`src/rtl/ysyx_24090013_ex_ctrl_if.sv`:
```
// Purpose : bundles the ID issue handshake, the ALU issue path, the long-unit
//           path and the regfile write port that the EX controller owns.
// Ports   : slave  = controller view (drives id_ready, alu_*, long_start, wb_*,
//                    busy, stall_cycles).
//           master = environment view (drives id_*, alu_rd_data, long_rd_data).
interface ysyx_24090013_ex_ctrl_if;
   // ID -> controller
   logic        id_valid;
   logic        id_ready;
   logic        id_long;
   logic [3:0]  id_aluc;
   logic [7:0]  id_alucex;
   logic [4:0]  id_rs1_addr;
   logic [4:0]  id_rs2_addr;
   logic [4:0]  id_rd_addr;
   logic        id_rd_wen;
   // controller <-> EX datapath
   logic        alu_fire;
   logic [3:0]  alu_aluc;
   logic [7:0]  alu_alucex;
   logic [31:0] alu_rd_data;
   // controller <-> long unit
   logic        long_start;
   logic [31:0] long_rd_data;
   // regfile write port and status
   logic        wb_wen;
   logic [4:0]  wb_addr;
   logic [31:0] wb_data;
   logic        busy;
   logic [31:0] stall_cycles;

   modport slave (
      input  id_valid, id_long, id_aluc, id_alucex, id_rs1_addr, id_rs2_addr,
             id_rd_addr, id_rd_wen, alu_rd_data, long_rd_data,
      output id_ready, alu_fire, alu_aluc, alu_alucex, long_start,
             wb_wen, wb_addr, wb_data, busy, stall_cycles
   );

   modport master (
      output id_valid, id_long, id_aluc, id_alucex, id_rs1_addr, id_rs2_addr,
             id_rd_addr, id_rd_wen, alu_rd_data, long_rd_data,
      input  id_ready, alu_fire, alu_aluc, alu_alucex, long_start,
             wb_wen, wb_addr, wb_data, busy, stall_cycles
   );
endinterface

```
`src/rtl/ysyx_24090013_ex_ctrl.sv`:
```
// Purpose : ID->EX issue/writeback controller; issues single-cycle ALU ops,
//           sequences one fixed-latency long op and owns the regfile write port.
// Latency : ALU op accepted at t writes back at t+1; long op accepted at t
//           pulses long_start at t+1 and writes back at t+LONG_LAT+1.
// Backpr. : id_ready is combinational; it drops while a long op is running and
//           the incoming op is long, hazards on the long rd, or would collide
//           with the long writeback (last RUN cycle).
// Ports   : clk, rst (sync, active-high) plus the slave modport of
//           ysyx_24090013_ex_ctrl_if.
module ysyx_24090013_ex_ctrl #(
   parameter int LONG_LAT = 8   // legal range 2..255
) (
   input  logic                           clk,
   input  logic                           rst,
   ysyx_24090013_ex_ctrl_if.slave         bus
);

   localparam logic [7:0] LAT = 8'(LONG_LAT);

   typedef enum logic [1:0] {
      S_IDLE = 2'd0,
      S_RUN  = 2'd1,
      S_DONE = 2'd2
   } state_t;

   state_t      state_q;
   logic [7:0]  cnt_q;
   logic [4:0]  long_rd_q;
   logic        long_wen_q;
   logic        long_start_q;
   logic        wb_wen_q;
   logic [4:0]  wb_addr_q;
   logic [31:0] wb_data_q;
   logic [31:0] stall_q;
   logic [31:0] stall_d;

   logic ready_c;
   logic accept_c;
   logic long_acc_c;
   logic alu_acc_c;
   logic last_run_c;
   logic haz_c;
   logic long_rd_nz_c;
   logic done_wen_c;

   // ------------------------------------------------------------------
   // Acceptance / hazard logic
   // ------------------------------------------------------------------
   assign long_rd_nz_c = (long_rd_q != 5'd0);
   assign last_run_c   = (state_q == S_RUN) && (cnt_q == 8'd1);

   // RAW on either source or WAW on rd against the in-flight long op; x0
   // never creates a dependency.
   assign haz_c = long_rd_nz_c &&
                  ((bus.id_rs1_addr == long_rd_q) ||
                   (bus.id_rs2_addr == long_rd_q) ||
                   (bus.id_rd_wen && (bus.id_rd_addr == long_rd_q)));

   always_comb begin
      ready_c = 1'b1;
      if (state_q == S_RUN) begin
         // Blocking at the last RUN cycle keeps DONE free of ALU writebacks,
         // so the single write port never sees two writers.
         ready_c = !(bus.id_long || last_run_c || haz_c);
      end
   end

   assign accept_c   = bus.id_valid && ready_c;
   assign long_acc_c = accept_c && bus.id_long;
   assign alu_acc_c  = accept_c && !bus.id_long;

   assign stall_d = (bus.id_valid && !ready_c) ? stall_q + 32'd1 : stall_q;

   // ------------------------------------------------------------------
   // FSM and registered outputs
   // ------------------------------------------------------------------
   always_ff @(posedge clk) begin
      if (rst) begin
         state_q      <= S_IDLE;
         cnt_q        <= 8'd0;
         long_rd_q    <= 5'd0;
         long_wen_q   <= 1'b0;
         long_start_q <= 1'b0;
         wb_wen_q     <= 1'b0;
         wb_addr_q    <= 5'd0;
         wb_data_q    <= 32'd0;
         stall_q      <= 32'd0;
      end else begin
         long_start_q <= 1'b0;
         wb_wen_q     <= 1'b0;
         stall_q      <= stall_d;

         // ALU results are registered for the t+1 writeback. In DONE without
         // an ALU accept, capture the long result so address/data hold the
         // last written values afterwards.
         if (alu_acc_c) begin
            wb_wen_q  <= bus.id_rd_wen && (bus.id_rd_addr != 5'd0);
            wb_addr_q <= bus.id_rd_addr;
            wb_data_q <= bus.alu_rd_data;
         end else if (state_q == S_DONE) begin
            wb_addr_q <= long_rd_q;
            wb_data_q <= bus.long_rd_data;
         end

         case (state_q)
            S_IDLE: begin
               if (long_acc_c) begin
                  long_rd_q    <= bus.id_rd_addr;
                  long_wen_q   <= bus.id_rd_wen;
                  cnt_q        <= LAT;
                  long_start_q <= 1'b1;
                  state_q      <= S_RUN;
               end
            end
            S_RUN: begin
               cnt_q <= cnt_q - 8'd1;
               if (cnt_q == 8'd1) begin
                  state_q <= S_DONE;
               end
            end
            S_DONE: begin
               // A back-to-back long op may be accepted while the previous
               // one writes back; its rd is latched after the current write.
               if (long_acc_c) begin
                  long_rd_q    <= bus.id_rd_addr;
                  long_wen_q   <= bus.id_rd_wen;
                  cnt_q        <= LAT;
                  long_start_q <= 1'b1;
                  state_q      <= S_RUN;
               end else begin
                  state_q <= S_IDLE;
               end
            end
            default: begin
               state_q <= S_IDLE;
            end
         endcase
      end
   end

   // ------------------------------------------------------------------
   // Output drive. The long writeback is combinational in DONE because the
   // long unit only presents its result in that cycle.
   // ------------------------------------------------------------------
   assign done_wen_c = long_wen_q && long_rd_nz_c;

   assign bus.id_ready     = ready_c;
   assign bus.alu_fire     = alu_acc_c;
   assign bus.alu_aluc     = bus.id_aluc;
   assign bus.alu_alucex   = bus.id_alucex;
   assign bus.long_start   = long_start_q;
   assign bus.wb_wen       = (state_q == S_DONE) ? done_wen_c : wb_wen_q;
   assign bus.wb_addr      = (state_q == S_DONE) ? long_rd_q : wb_addr_q;
   assign bus.wb_data      = (state_q == S_DONE) ? bus.long_rd_data : wb_data_q;
   assign bus.busy         = (state_q != S_IDLE);
   assign bus.stall_cycles = stall_q;

endmodule

```
`src/flat_wrapper.sv`:
```
// flat-port wrapper written by rule: the top's interface ports become plain ports
module ysyx_24090013_ex_ctrl_flat 
#(
   parameter int LONG_LAT = 8                        
)
  (clk, rst, bus_id_valid, bus_id_long, bus_id_aluc, bus_id_alucex, bus_id_rs1_addr, bus_id_rs2_addr, bus_id_rd_addr, bus_id_rd_wen, bus_alu_rd_data, bus_long_rd_data, bus_id_ready, bus_alu_fire, bus_alu_aluc, bus_alu_alucex, bus_long_start, bus_wb_wen, bus_wb_addr, bus_wb_data, bus_busy, bus_stall_cycles);
  ysyx_24090013_ex_ctrl_if bus_i ();
  input  logic clk;
  input  logic rst;
  input wire logic [$bits(bus_i.id_valid)-1:0] bus_id_valid;
  input wire logic [$bits(bus_i.id_long)-1:0] bus_id_long;
  input wire logic [$bits(bus_i.id_aluc)-1:0] bus_id_aluc;
  input wire logic [$bits(bus_i.id_alucex)-1:0] bus_id_alucex;
  input wire logic [$bits(bus_i.id_rs1_addr)-1:0] bus_id_rs1_addr;
  input wire logic [$bits(bus_i.id_rs2_addr)-1:0] bus_id_rs2_addr;
  input wire logic [$bits(bus_i.id_rd_addr)-1:0] bus_id_rd_addr;
  input wire logic [$bits(bus_i.id_rd_wen)-1:0] bus_id_rd_wen;
  input wire logic [$bits(bus_i.alu_rd_data)-1:0] bus_alu_rd_data;
  input wire logic [$bits(bus_i.long_rd_data)-1:0] bus_long_rd_data;
  output wire logic [$bits(bus_i.id_ready)-1:0] bus_id_ready;
  output wire logic [$bits(bus_i.alu_fire)-1:0] bus_alu_fire;
  output wire logic [$bits(bus_i.alu_aluc)-1:0] bus_alu_aluc;
  output wire logic [$bits(bus_i.alu_alucex)-1:0] bus_alu_alucex;
  output wire logic [$bits(bus_i.long_start)-1:0] bus_long_start;
  output wire logic [$bits(bus_i.wb_wen)-1:0] bus_wb_wen;
  output wire logic [$bits(bus_i.wb_addr)-1:0] bus_wb_addr;
  output wire logic [$bits(bus_i.wb_data)-1:0] bus_wb_data;
  output wire logic [$bits(bus_i.busy)-1:0] bus_busy;
  output wire logic [$bits(bus_i.stall_cycles)-1:0] bus_stall_cycles;
  assign bus_i.id_valid = bus_id_valid;
  assign bus_i.id_long = bus_id_long;
  assign bus_i.id_aluc = bus_id_aluc;
  assign bus_i.id_alucex = bus_id_alucex;
  assign bus_i.id_rs1_addr = bus_id_rs1_addr;
  assign bus_i.id_rs2_addr = bus_id_rs2_addr;
  assign bus_i.id_rd_addr = bus_id_rd_addr;
  assign bus_i.id_rd_wen = bus_id_rd_wen;
  assign bus_i.alu_rd_data = bus_alu_rd_data;
  assign bus_i.long_rd_data = bus_long_rd_data;
  assign bus_id_ready = bus_i.id_ready;
  assign bus_alu_fire = bus_i.alu_fire;
  assign bus_alu_aluc = bus_i.alu_aluc;
  assign bus_alu_alucex = bus_i.alu_alucex;
  assign bus_long_start = bus_i.long_start;
  assign bus_wb_wen = bus_i.wb_wen;
  assign bus_wb_addr = bus_i.wb_addr;
  assign bus_wb_data = bus_i.wb_data;
  assign bus_busy = bus_i.busy;
  assign bus_stall_cycles = bus_i.stall_cycles;
  ysyx_24090013_ex_ctrl #(.LONG_LAT(LONG_LAT)) u_core (.clk(clk), .rst(rst), .bus(bus_i));
endmodule
```
`config.mk`:
```
export PLATFORM = sky130hd
export DESIGN_NAME = ysyx_24090013_ex_ctrl_flat
export DESIGN_NICKNAME = d
export VERILOG_FILES = /design/src/rtl/ysyx_24090013_ex_ctrl_if.sv /design/src/rtl/ysyx_24090013_ex_ctrl.sv /design/src/flat_wrapper.sv
export SDC_FILE = /design/constraint.sdc
export NUM_CORES = 1
export LEC_CHECK = 0
export ABC_AREA = 1
export ABC_CLOCK_PERIOD_IN_PS = 2000
export BUFFER_PORTS_ARGS = -buffer_cell sky130_fd_sc_hd__buf_2
export CAP_MARGIN = 10
export CORE_ASPECT_RATIO = 1.25
export CORE_MARGIN = 2
export CORE_UTILIZATION = 52
export DETAILED_ROUTE_END_ITERATION = 10
export PLACE_DENSITY = 0.82
export SLEW_MARGIN = 10
export SYNTH_ARGS = -nofsm -noshare
export SYNTH_HDL_FRONTEND = slang
export SYNTH_SLANG_ARGS = --single-unit
```
`constraint.sdc`:
```
create_clock -name clk -period 2 [get_ports clk]
set_clock_uncertainty 0.1 [all_clocks]
set_input_delay 0.2 -clock clk [delete_from_list [all_inputs] [get_ports clk]]
set_output_delay 0.2 -clock clk [all_outputs]
set_load 0.03 [all_outputs]
```
Word level (Yosys, flattened, before mapping)
Index checks and enable logic that the tools add are counted.
{"block": "totals", "out_inout_bits": 86, "wordCells": 62, "inputBits": 96, "ff_bits": 87}
{"block": "classes", "n_bitwise": 2, "addsub": 2, "n_eq_ne": 9, "n_mux": 13, "reduce_logical": 27}
{"operator": "two-way mux 32 bit", "n": 2}
{"operator": "adder 32 x 1 -> 32 bit, second input constant", "n": 1}
{"operator": "one-hot mux 8 bit (2 select lines)", "n": 1}
{"operator": "equality test 5 bit", "n": 3}
{"operator": "two-way mux 5 bit", "n": 2}
{"operator": "nonzero test 5 bit", "n": 2}
{"operator": "logical AND 1 bit", "n": 9}
{"operator": "equality test 8 x 1 -> 1 bit, second input constant", "n": 1}
{"operator": "two-way mux 8 bit", "n": 1}
{"operator": "subtractor 8 x 1 -> 8 bit, second input constant", "n": 1}
{"operator": "!= test 2 x 1 -> 1 bit, second input constant", "n": 3}
{"operator": "one-hot mux 2 bit (3 select lines)", "n": 1}
{"operator": "AND reduction 2 bit", "n": 3}
{"operator": "OR reduction 2 bit", "n": 3}
{"operator": "logical OR 1 bit", "n": 4}
{"operator": "two-way mux 1 bit", "n": 4}
{"operator": "two-way mux 2 bit", "n": 2}
{"operator": "nonzero test 2 bit", "n": 2}
{"operator": "logical NOT 1 bit", "n": 3}
{"operator": "equality test 2 x 1 -> 1 bit, second input constant", "n": 1}
{"operator": "equality test 2 bit, second input constant", "n": 1}
{"operator": "logical NOT 2 bit", "n": 1}
{"operator": "inverter 1 bit", "n": 2}

Depth between registers and ports, before layout
{"block": "depth", "ltp_word": 11, "depth_mapped": 16, "depth_no_buf": 13}

Least setup slack after synthesis
Ideal clock, no wire load.
{"block": "synth_timing", "path_kind": "reg-to-reg", "from": "reg u_core.stall_q[0] (netlist: u_core.bus.stall_cycles[0])", "to": "reg u_core.stall_q[10] (netlist: u_core.bus.stall_cycles[10])", "path_buffers": 0, "slack_ns": 0.008, "arrival_ns": 1.821, "t_required_ns": 1.830, "synth_period_minus_slack_ns": 1.992, "setup_time_ns": 0.070, "stages_incl_launch_ff": 9, "path_cell_list": "dfxtp_1 > ha_1 > nand3_1 > inv_2 > nand2_1 > nor2_1 > xor2_1 > nand4_1 > a21oi_1"}
{"block": "synth_via", "elab_chain_cells": 1}
{"item": "from (decl)", "line_no": "ysyx_24090013_ex_ctrl.sv:34", "rtl": "logic [31:0] stall_q;"}
{"item": "from (signal assigned)", "line_no": "ysyx_24090013_ex_ctrl.sv:91", "rtl": "stall_q <= stall_d;"}
{"item": "adder 32 x 1 -> 32 bit", "line_no": "ysyx_24090013_ex_ctrl.sv:72", "rtl": "assign stall_d = (bus.id_valid && !ready_c) ? stall_q + 32'd1 : stall_q;"}
Every way passes these cells.
A chain may end at the register's enable or synchronous reset.

Worst setup path after layout
{"block": "layout_timing", "from": "reg u_core.cnt_q[1]", "to": "out bus_id_ready"}
{"block": "layout_via", "elab_chain_cells": 6}
{"item": "from (decl)", "line_no": "ysyx_24090013_ex_ctrl.sv:27", "rtl": "logic [7:0] cnt_q;"}
{"item": "from (signal assigned)", "line_no": "ysyx_24090013_ex_ctrl.sv:116", "rtl": "cnt_q <= cnt_q - 8'd1;"}
{"item": "equality test 8 x 1 -> 1 bit", "line_no": "ysyx_24090013_ex_ctrl.sv:50", "rtl": "assign last_run_c = (state_q == S_RUN) && (cnt_q == 8'd1);"}
{"item": "logical AND 1 bit", "line_no": "ysyx_24090013_ex_ctrl.sv:50"}
{"item": "logical OR 1 bit (2 in a row)", "line_no": "ysyx_24090013_ex_ctrl.sv:64", "rtl": "ready_c = !(bus.id_long || last_run_c || haz_c);"}
{"item": "logical NOT 1 bit", "line_no": "ysyx_24090013_ex_ctrl.sv:64"}
{"item": "two-way mux 1 bit", "line_no": "ysyx_24090013_ex_ctrl.sv:61", "rtl": "if (state_q == S_RUN) begin"}
{"item": "to (decl)", "line_no": "flat_wrapper.sv:20", "rtl": "output wire logic [$bits(bus_i.id_ready)-1:0] bus_id_ready;"}
Every way passes these cells.

==> metrics.cfg <==
[clock_tree]
root_buffer=clkbuf_16
clock_latency_ps=340
cts_tree=done
cts_num_sinks=87
cts_hold_buf=0
numCtsBuffers=9
clk_pin_slew_ps=60
cts_buffer_depth=2
htreeDepth=3

[global_route]
antenna_found_initial=0
grt_pass1_vias=5834
grt_max_degree=41
grt_pass1_wl_um=26500
track_usage=0.272
grt-ovfl-total=0

[sta]
fin_setup_tns_ps=-59.6
setup_viol=2
rsz0062_at_grt=yes
timing.final.ws_setup_ps=-35.7
finalHoldViolCount=0
min_period_ps=2040
relSlewSlack=0.609
fmax_mhz=491
slew_violations=0
worstMarginPinSlew_ps=585
period_share=1.02

[setup_path]
crit_type=reg2out
r2r_setup_slack_ps=80
ff2ff_path_depth=13
critPathCaptureType=primary output
reg2reg_to=u_core.wb_data_q[31]
start_kind=flop
cp.required_ps=1700
crit_path_max_fanout=4
arrival_ps=1740
regToRegStartpoint=u_core.cnt_q[1]

[synthesis]
seq_area_frac_synth=0.309
synth_edf_count=0
yosysMostFrequentCell=nand2_1
ys_top_cells_by_area=dfxtp_1, nand2_1, inv_1
syn-num-nets=1018
ys_types=32
synth_cells=919
syn_avg_cell_area_um2=6.14
yosysTopAreaCell=dfxtp_1
netlist_top_cells_count=nand2_1, inv_1, nor2_1
netlist.area_leader.share=0.309
syn_area_mm2=0.00564
synthFlopType=dfxtp_1
ys_seq_elements=87
synth-async-reset-ratio=0
ys_warn_count=0

[power_and_ir_drop]
switchingPower_mw=1.41
power_frac_clock=0.396
total_power_mw=4.85
power_density_mw_per_mm2=672
p_int_mw=3.44
seqPwrFrac=0.385
p_leak_nw=3.96
peakVddDrop_uv=496
swShare=0.291
power_frac_comb=0.220

[placement]
gp_congestion=0.922
hpwl_um=11500
port_buffers=157
pre_cts_slack_ps=37.3
place_area_mm2=0.00664

[outcome]
status=finished, violations left
violations=negative setup slack

[route]
detail_route.wl_per_cell_um=13.6
wirelength_um=16500
vias=6363
initialDrtViolationCount=298
route.detailed.drc=0
ant_nets=0
first_pass_iters=5
viasPerCell=5.24

[hold_path]
min_path_cells=3
hold_start=bus_id_rd_addr[0]
min_path_type=in2reg
worstHoldEndpoint=u_core.long_rd_q[0]

[floorplanning]
start_util=0.534
die_w_um=97.1
core_mm2=0.0106
die_h_um=120
io_pins=182
die-area_mm2=0.0117
num_rows=42

[cells_and_area]
n_antenna_cell=0
drive_above_1_share=0.313
nNetsFinal=1176
fin_area_mm2=0.00722
area_growth_pct=28.1

[job]
cap_violations=0

how the worst max path moves through the flow:
stage | start | endpoint | slack [ps] | cells after the start
floorplan | u_core.bus.stall_cycles[0] | u_core.bus.stall_cycles[10] | 8 | 8
global placement | u_core.long_rd_q[1] | bus_alu_fire | 70 | 12
detailed placement | u_core.long_rd_q[1] | u_core.wb_data_q[31] | 40 | 14
CTS | u_core.state_q[1] | bus_wb_data[19] | -10 | 7
global route | u_core.cnt_q[1] | bus_alu_fire | -130 | 10
finish | u_core.cnt_q[1] | bus_id_ready | -40 | 9
routing by layer:
metal  up-vias  global-route usage  wire length [um]
li1       3191                   -                 -
met1      2840               0.314              6530
met2       286               0.497              8220
met3        46              0.0347              1150
met4         0               0.129               567
met5         -                   0                 0
state kept, by name, indices dropped and copies added (netlist names):
signal                   cells
u_core.bus.long_start        1
u_core.cnt_q                 8
u_core.long_wen_q            1
u_core.wb_wen_q              1
u_core.state_q               2
u_core.long_rd_q             5
u_core.bus.stall_cycles     32
u_core.wb_data_q            32
u_core.wb_addr_q             5
through the flow:
| stage | util | hold WS (ps) | cells |
|---|---|---|---|
| floorplan | - | 242 | 919 |
| global placement | 0.628 | 300 | 1189 |
| detailed placement | 0.628 | 300 | 1189 |
| CTS | 0.670 | 39.2 | 1210 |
| global route | 0.684 | 79.3 | 1214 |
| finish | 0.684 | 49.2 | 1214 |
cells by family (layout without fill, tap and decap cells):
family	after synthesis	count (layout)	share of synthesized area
xor gates and xnor gates	21	21	0.0326
adders and majority gates	3	3	0.00666
and+or+nand+nor	497	497	0.404
DFF	87	87	0.309
AOI/OAI and AO/OA	93	93	0.0856
buffers and inverters	218	381	0.162
cells in the final DEF (no fill, tap or decap), drive strengths merged, types with 2 or more instances in the layout:
cell      n
nand2   242
buf     209
inv     146
nor2     98
dfxtp    87
nand4    73
o21ai    44
a21oi    42
or2      37
nand3    19
nor3     16
xor2     14
clkinv   13
nand3b   10
clkbuf   10
xnor2     7
a211oi    3
ha        3
bufinv    3
o31ai     2
repair_timing:
item,CTS,global route
cloned,0,0
pin swaps,4,8
gates resized for setup,27,59
setup buffers,5,4
setup endpoints to repair,6,103
worst max-delay path, cell delays in order (launching register included):
cell and delay [ps]:
dfxtp_1 320, inv_2 80, ha_1 150, inv_1 70, nor4_4 260, nor2_2 60
nand2_2 100, nand2_4 80, buf_8 140, buf_6 130
cell type report:
| type | count | area [um2] |
|---|---|---|
| Sequential cell | 87 | 1760 |
| Multi-Input combinational cell | 614 | 3120 |
| Clock inverter | 6 | 109 |
| Inverter | 156 | 586 |
| Timing Repair Buffer | 209 | 1260 |
| Fill cell | 875 | 3340 |
| Tap cell | 132 | 165 |
| Clock buffer | 10 | 229 |
power by group through the flow:
stage	Clock, mW	Sequential, mW	Combinational, mW
3_3_place_gp	0	1.90	0.952
4_1_cts	1.94	1.86	1.00
5_1_grt	2.00	1.87	1.17
2_1_floorplan	0	1.89	0.723
6_report	1.92	1.87	1.07
3_5_place_dp	0	1.90	0.964
(Power assumes the default switching activity.)
